===== src/rtl/slide_window_ctrl.sv =====
// slide_window_ctrl: maps VGA hcount/vcount onto one positioned image window
// in a deck of slides stored in ROM, and emits the registered RGB332 pixel.
// Ports: clk, reset (sync, active-high). From the timing generator: hcount,
// vcount, hsync_in, vsync_in. slide_next/slide_prev are one-cycle requests.
// x0/y0 set the window origin. rom_addr/rom_data is the image ROM port; the
// ROM read is combinational. rgb, hsync_out and vsync_out go to the output
// pins. slide_idx is the slide on screen. frame_start pulses after a commit.
// All outputs lag the counters by 2 cycles.
module slide_window_ctrl #(
   parameter int         IMG_W      = 168,
   parameter int         IMG_H      = 192,
   parameter int         NUM_SLIDES = 4,
   parameter int         ADDR_W     = 18,
   parameter int         H_ACTIVE   = 800,
   parameter int         V_ACTIVE   = 600,
   parameter int         H_TOTAL    = 1056,
   parameter int         V_TOTAL    = 628,
   parameter logic [7:0] BG_COLOR   = 8'h04
) (
   input  logic              clk,
   input  logic              reset,
   input  logic [10:0]       hcount,
   input  logic [9:0]        vcount,
   input  logic              hsync_in,
   input  logic              vsync_in,
   input  logic              slide_next,
   input  logic              slide_prev,
   input  logic [10:0]       x0,
   input  logic [9:0]        y0,
   output logic [ADDR_W-1:0] rom_addr,
   input  logic [7:0]        rom_data,
   output logic [7:0]        rgb,
   output logic              hsync_out,
   output logic              vsync_out,
   output logic [3:0]        slide_idx,
   output logic              frame_start
);

   localparam logic [10:0] H_LAST = 11'(H_TOTAL - 1);
   localparam logic [9:0]  V_LAST = 10'(V_TOTAL - 1);
   localparam logic [10:0] H_ACT  = 11'(H_ACTIVE);
   localparam logic [9:0]  V_ACT  = 10'(V_ACTIVE);
   localparam logic [11:0] W12    = 12'(IMG_W);
   localparam logic [10:0] H11    = 11'(IMG_H);
   localparam logic [3:0]  LAST_IDX = 4'(NUM_SLIDES - 1);
   localparam logic [ADDR_W-1:0] LINE_STEP = ADDR_W'(IMG_W);
   localparam logic [ADDR_W-1:0] SLIDE_SZ  = ADDR_W'(IMG_W * IMG_H);
   localparam logic [ADDR_W-1:0] LAST_BASE =
      ADDR_W'((NUM_SLIDES - 1) * IMG_W * IMG_H);

   typedef enum logic {S_WAIT_FRAME, S_RUN} state_t;
   typedef enum logic [1:0] {P_NONE, P_NEXT, P_PREV} pend_t;

   state_t            r_state;
   pend_t             r_pend;
   logic [3:0]        r_slide;
   logic [ADDR_W-1:0] r_sbase;
   logic [ADDR_W-1:0] r_lbase;
   logic [10:0]       r_x0;
   logic [9:0]        r_y0;
   logic [ADDR_W-1:0] r_addr;
   logic              r_hit1;
   logic              r_act1;
   logic [7:0]        r_rgb;
   logic [1:0]        r_hs;
   logic [1:0]        r_vs;
   logic              r_fs;

   logic              w_fb;
   logic              w_run;
   logic [11:0]       w_xend;
   logic [10:0]       w_yend;
   logic              w_in_x;
   logic              w_in_y;
   logic              w_act;
   logic              w_hit;
   logic              w_last_col;
   logic [10:0]       w_col;
   pend_t             w_pend;
   logic [3:0]        w_idx_n;
   logic [ADDR_W-1:0] w_base_n;

   always_comb begin
      w_fb   = (hcount == H_LAST) && (vcount == V_LAST);
      w_run  = (r_state == S_RUN);
      w_xend = {1'b0, r_x0} + W12;
      w_yend = {1'b0, r_y0} + H11;
      w_in_x = (hcount >= r_x0) && ({1'b0, hcount} < w_xend);
      w_in_y = (vcount >= r_y0) && ({1'b0, vcount} < w_yend);
      w_act  = (hcount < H_ACT) && (vcount < V_ACT);
      w_hit  = w_in_x && w_in_y && w_act;
      // Last window column of a window line, clipped or not: the line
      // base must still step so lower lines keep their addresses.
      w_last_col = w_in_y && ({1'b0, hcount} == w_xend - 12'd1);
      w_col  = hcount - r_x0;

      // A request seen in the FB cycle survives into the next frame.
      unique case (1'b1)
         slide_next && !slide_prev: w_pend = P_NEXT;
         slide_prev && !slide_next: w_pend = P_PREV;
         default:                   w_pend = w_fb ? P_NONE : r_pend;
      endcase

      w_idx_n  = r_slide;
      w_base_n = r_sbase;
      unique case (r_pend)
         P_NEXT: begin
            if (r_slide == LAST_IDX) begin
               w_idx_n  = '0;
               w_base_n = '0;
            end else begin
               w_idx_n  = r_slide + 4'd1;
               w_base_n = r_sbase + SLIDE_SZ;
            end
         end
         P_PREV: begin
            if (r_slide == '0) begin
               w_idx_n  = LAST_IDX;
               w_base_n = LAST_BASE;
            end else begin
               w_idx_n  = r_slide - 4'd1;
               w_base_n = r_sbase - SLIDE_SZ;
            end
         end
         default: ;
      endcase
   end

   always_ff @(posedge clk) begin
      if (reset) begin
         r_state <= S_WAIT_FRAME;
         r_pend  <= P_NONE;
         r_slide <= '0;
         r_sbase <= '0;
         r_lbase <= '0;
         r_x0    <= '0;
         r_y0    <= '0;
         r_addr  <= '0;
         r_hit1  <= 1'b0;
         r_act1  <= 1'b0;
         r_rgb   <= '0;
         r_hs    <= 2'b11;
         r_vs    <= 2'b11;
         r_fs    <= 1'b0;
      end else begin
         r_hs   <= {r_hs[0], hsync_in};
         r_vs   <= {r_vs[0], vsync_in};
         r_fs   <= w_fb;
         r_pend <= w_pend;
         r_hit1 <= w_run && w_hit;
         r_act1 <= w_run && w_act;

         if (r_hit1)
            r_rgb <= rom_data;
         else if (r_act1)
            r_rgb <= BG_COLOR;
         else
            r_rgb <= '0;

         if (w_run && w_hit)
            r_addr <= r_lbase + ADDR_W'(w_col);

         if (w_fb) begin
            r_state <= S_RUN;
            r_slide <= w_idx_n;
            r_sbase <= w_base_n;
            r_lbase <= w_base_n;
            r_x0    <= x0;
            r_y0    <= y0;
         end else if (w_last_col) begin
            r_lbase <= r_lbase + LINE_STEP;
         end
      end
   end

   assign rom_addr    = r_addr;
   assign rgb         = r_rgb;
   assign hsync_out   = r_hs[1];
   assign vsync_out   = r_vs[1];
   assign slide_idx   = r_slide;
   assign frame_start = r_fs;

endmodule


===== config.mk =====
export PLATFORM = sky130hd
export DESIGN_NAME = slide_window_ctrl
export DESIGN_NICKNAME = d
export VERILOG_FILES = /design/src/rtl/slide_window_ctrl.sv
export SDC_FILE = /design/constraint.sdc
export NUM_CORES = 1
export LEC_CHECK = 0
export CORE_MARGIN = 2
export CORE_UTILIZATION = 50
export DETAILED_ROUTE_END_ITERATION = 6
export GPL_ROUTABILITY_DRIVEN = 0
export PLACE_DENSITY = 0.74
export SYNTH_ARGS = -nofsm -noshare
export SYNTH_HDL_FRONTEND = slang
export SYNTH_SLANG_ARGS = --single-unit

===== constraint.sdc =====
create_clock -name clk -period 5.4 [get_ports clk]
set_clock_uncertainty 0.1 [all_clocks]
set_input_delay 0.54 -clock clk [delete_from_list [all_inputs] [get_ports clk]]
set_output_delay 0.54 -clock clk [all_outputs]
set_load 0.1 [all_outputs]

==> flow_summary.yaml <==
run_status:
  outcome: "complete, no violations"
synth:
  synth_common_cells: "97 x dfxtp_1, 89 x nand2_1, 78 x a21oi_1, 66 x nor2_1, 55 x ha_1"
  synth.avg_cell_area_um2: 8.051
  synth_top_area_share_pct: 29.38
  yosys.area.top_type: "dfxtp_1"
  yosysWarningCount: 0
  syn_inst: 821
  synth_edf_count: 0
  synthTopCellsByArea: "dfxtp_1 29%, ha_1 10%, a21oi_1 5.9%"
  synthFlopType: "dfxtp_1"
  syn_area_um2: 6610
  async_reset_ff_share_pct: 0
  synth_seq_cells: 97
  synth_seq_area_share_pct: 29.38
  yosysMostFrequentCell: "dfxtp_1"
  synth.distinct_cells: 76
  syn-num-nets: 934
floorplan:
  dieWidth_um: 119.0
  fp.dieH_um: 119.0
  ios: 89
  initial_core_util_pct: 50.52
  rows: 42
  core_area_um2: 13090
  dieArea_um2: 14160
detailed_routing:
  vias_per_cell: 5.633
  drt_iter0_drc: 407
  route.detailed.drc: 0
  firstDrtPassIters: 6
  vias: 6005
  post_drt_wl_per_cell_um: 14.59
  wl_mm: 15.55
  ant_nets: 0
clock_tree:
  post-cts-setup-buffer-count: 0
  ctsHoldBuffers: 0
  clk_pin_slew_ns: 0.07
  cts_tree: "done"
  post_cts_resized: 0
  clk-insertion-delay-late_ns: 0.36
  cts_buffer_depth: 2
  htreeDepth: 3
  clockRootBuffer: "clkbuf_16"
  numCtsBuffers: 9
  cts.sinks: 97
sta:
  maxSlewHeadroom_pct: 29.01
  setup_violations: 0
  fmax_ghz: 0.2335
  period_needed_ns: 4.282
  final.setup.tns_ns: 0
  slew_viol_final: 0
  hold_violations: 0
  tightest_slew_ns: 1.065
  rsz0062_at_grt: "false"
  fin_crit_sh_pct: 79.30
grt:
  grt_max_degree: 51
  grtUsageTotal_pct: 22.63
  grt_overflow: 0
  grt_pass1_wl_mm: 26.51
  grt_pass1_vias: 5602
  antenna_found_initial: 0
pwr:
  p_per_area_nw_per_um2: 199.1
  p_leak_nw: 3.075
  p_total_mw: 1.565
  peakVddDrop_mv: 0.1625
place:
  hpwl_mm: 11.49
  placed_cell_area_um2: 7566
  placed_cells: 1051
  port_buffers: 88
worst_setup_path:
  cp-end-kind: "register"
  crit_fanout: 4
  crit_type: "in2reg"
  rrSetupSlack_ns: 1.22
  start_kind: "primary input"
  worstPathArrival_ns: 4.45
  worstPathRequired_ns: 5.57
worst_hold_path:
  hold_class: "reg2reg"
layout:
  diodes: 0
  drive_gt1_share_pct: 4.719
  syn_to_final_growth_pct: 18.89
  fill_cells: 1198
  finish.utilization_pct: 60.06
  final_nets: 999
  layoutNonFillerInstCount: 1066
  fin_area_um2: 7859
flow_run:
  cap_viol_max_count: 0
## cell usage in the layout, fill, tap and decap left out, types with 12 or more instances in the layout
| master | Yosys | routed |
|---|---|---|
| dfxtp_1 | 97 | 97 |
| nand2_1 | 89 | 89 |
| clkdlybuf4s50_1 | 0 | 87 |
| a21oi_1 | 78 | 78 |
| nor2_1 | 66 | 66 |
| ha_1 | 55 | 55 |
| inv_1 | 46 | 46 |
| o21ai_0 | 40 | 40 |
| xnor2_1 | 28 | 28 |
| nand3_1 | 26 | 25 |
| nor3_1 | 21 | 21 |
| mux2i_1 | 21 | 21 |
| and2_1 | 21 | 21 |
| xor2_1 | 16 | 16 |
| a211oi_1 | 12 | 12 |
## metrics by stage
stage,setup WS (ns),hold WS (ns)
floorplan,1.662,0.2895
global placement,0.8510,0.3036
detailed placement,0.7939,0.3109
CTS,1.149,0.3308
global route,0.7820,0.3461
finish,1.118,0.3219
## path summary, 6_finish.rpt
check	depth (start not counted)	startpoint	to
worst max register to register	10	r_x0[3]	r_lbase[3]
worst min-delay path	1	r_vs[0]	r_vs[1]
worst min register to register	1	r_vs[0]	r_vs[1]
worst max-delay path	19	hcount[0]	rom_addr[17]
## flip-flops by register name, summed over array words and instances, names as in the netlist, 2 cells and up
name and count:
r_hs 2, r_lbase 18, r_pend 2, r_sbase 18, r_vs 2, r_x0 11
r_y0 10, rgb 8, rom_addr 18, slide_idx 4
## per-layer routing
layer	routed length (µm)	vias to the layer above	global-route usage, %
met5	0	-	0
met4	274	0	6.920
met1	7132	2775	28.29
li1	-	3056	-
met2	7333	158	38.40
met3	813	16	5.603
## where the power goes
group	leakage (nW)	switching [mW]	total (mW)	internal, mW
sequential	0.782	0.00103	0.718	0.717
combinational	2.15	0.102	0.195	0.0930
clock	0.144	0.291	0.651	0.360
total	3.07	0.395	1.56	1.17
## area by class of cell
type                            count  area, µm²  share of cell area (%)
Tap cell                          176      220.2                   2.802
Clock inverter                      6      67.56                  0.8597
Sequential cell                    97       1942                   24.71
Timing Repair Buffer               91      898.4                   11.43
Clock buffer                        9      225.2                   2.866
Multi-Input combinational cell    641       4333                   55.13
Inverter                           46      172.7                   2.197
## critical path, stage by stage
cell and delay, ns:
clkdlybuf4s50_1 0.41, inv_1 0.10, ha_1 0.18, inv_1 0.05
fa_1 0.40, a21o_1 0.19, a21oi_1 0.25, o21bai_1 0.10
a21oi_1 0.23, o21ai_0 0.17, a21o_1 0.21, a21oi_1 0.16
xnor2_1 0.13, ha_1 0.35, nand2_1 0.06, o21ai_0 0.40
nand3_1 0.16, xor2_1 0.16, o31ai_1 0.18
## cell families after synthesis
group,share of synthesized area [%]
compound gates,21.47
xor+xnor,6.852
fa+ha+maj,11.02
buf+inv,5.168
flops,29.38
mux,4.486
simple gates,21.64
Power figures use the tool's default switching activity.
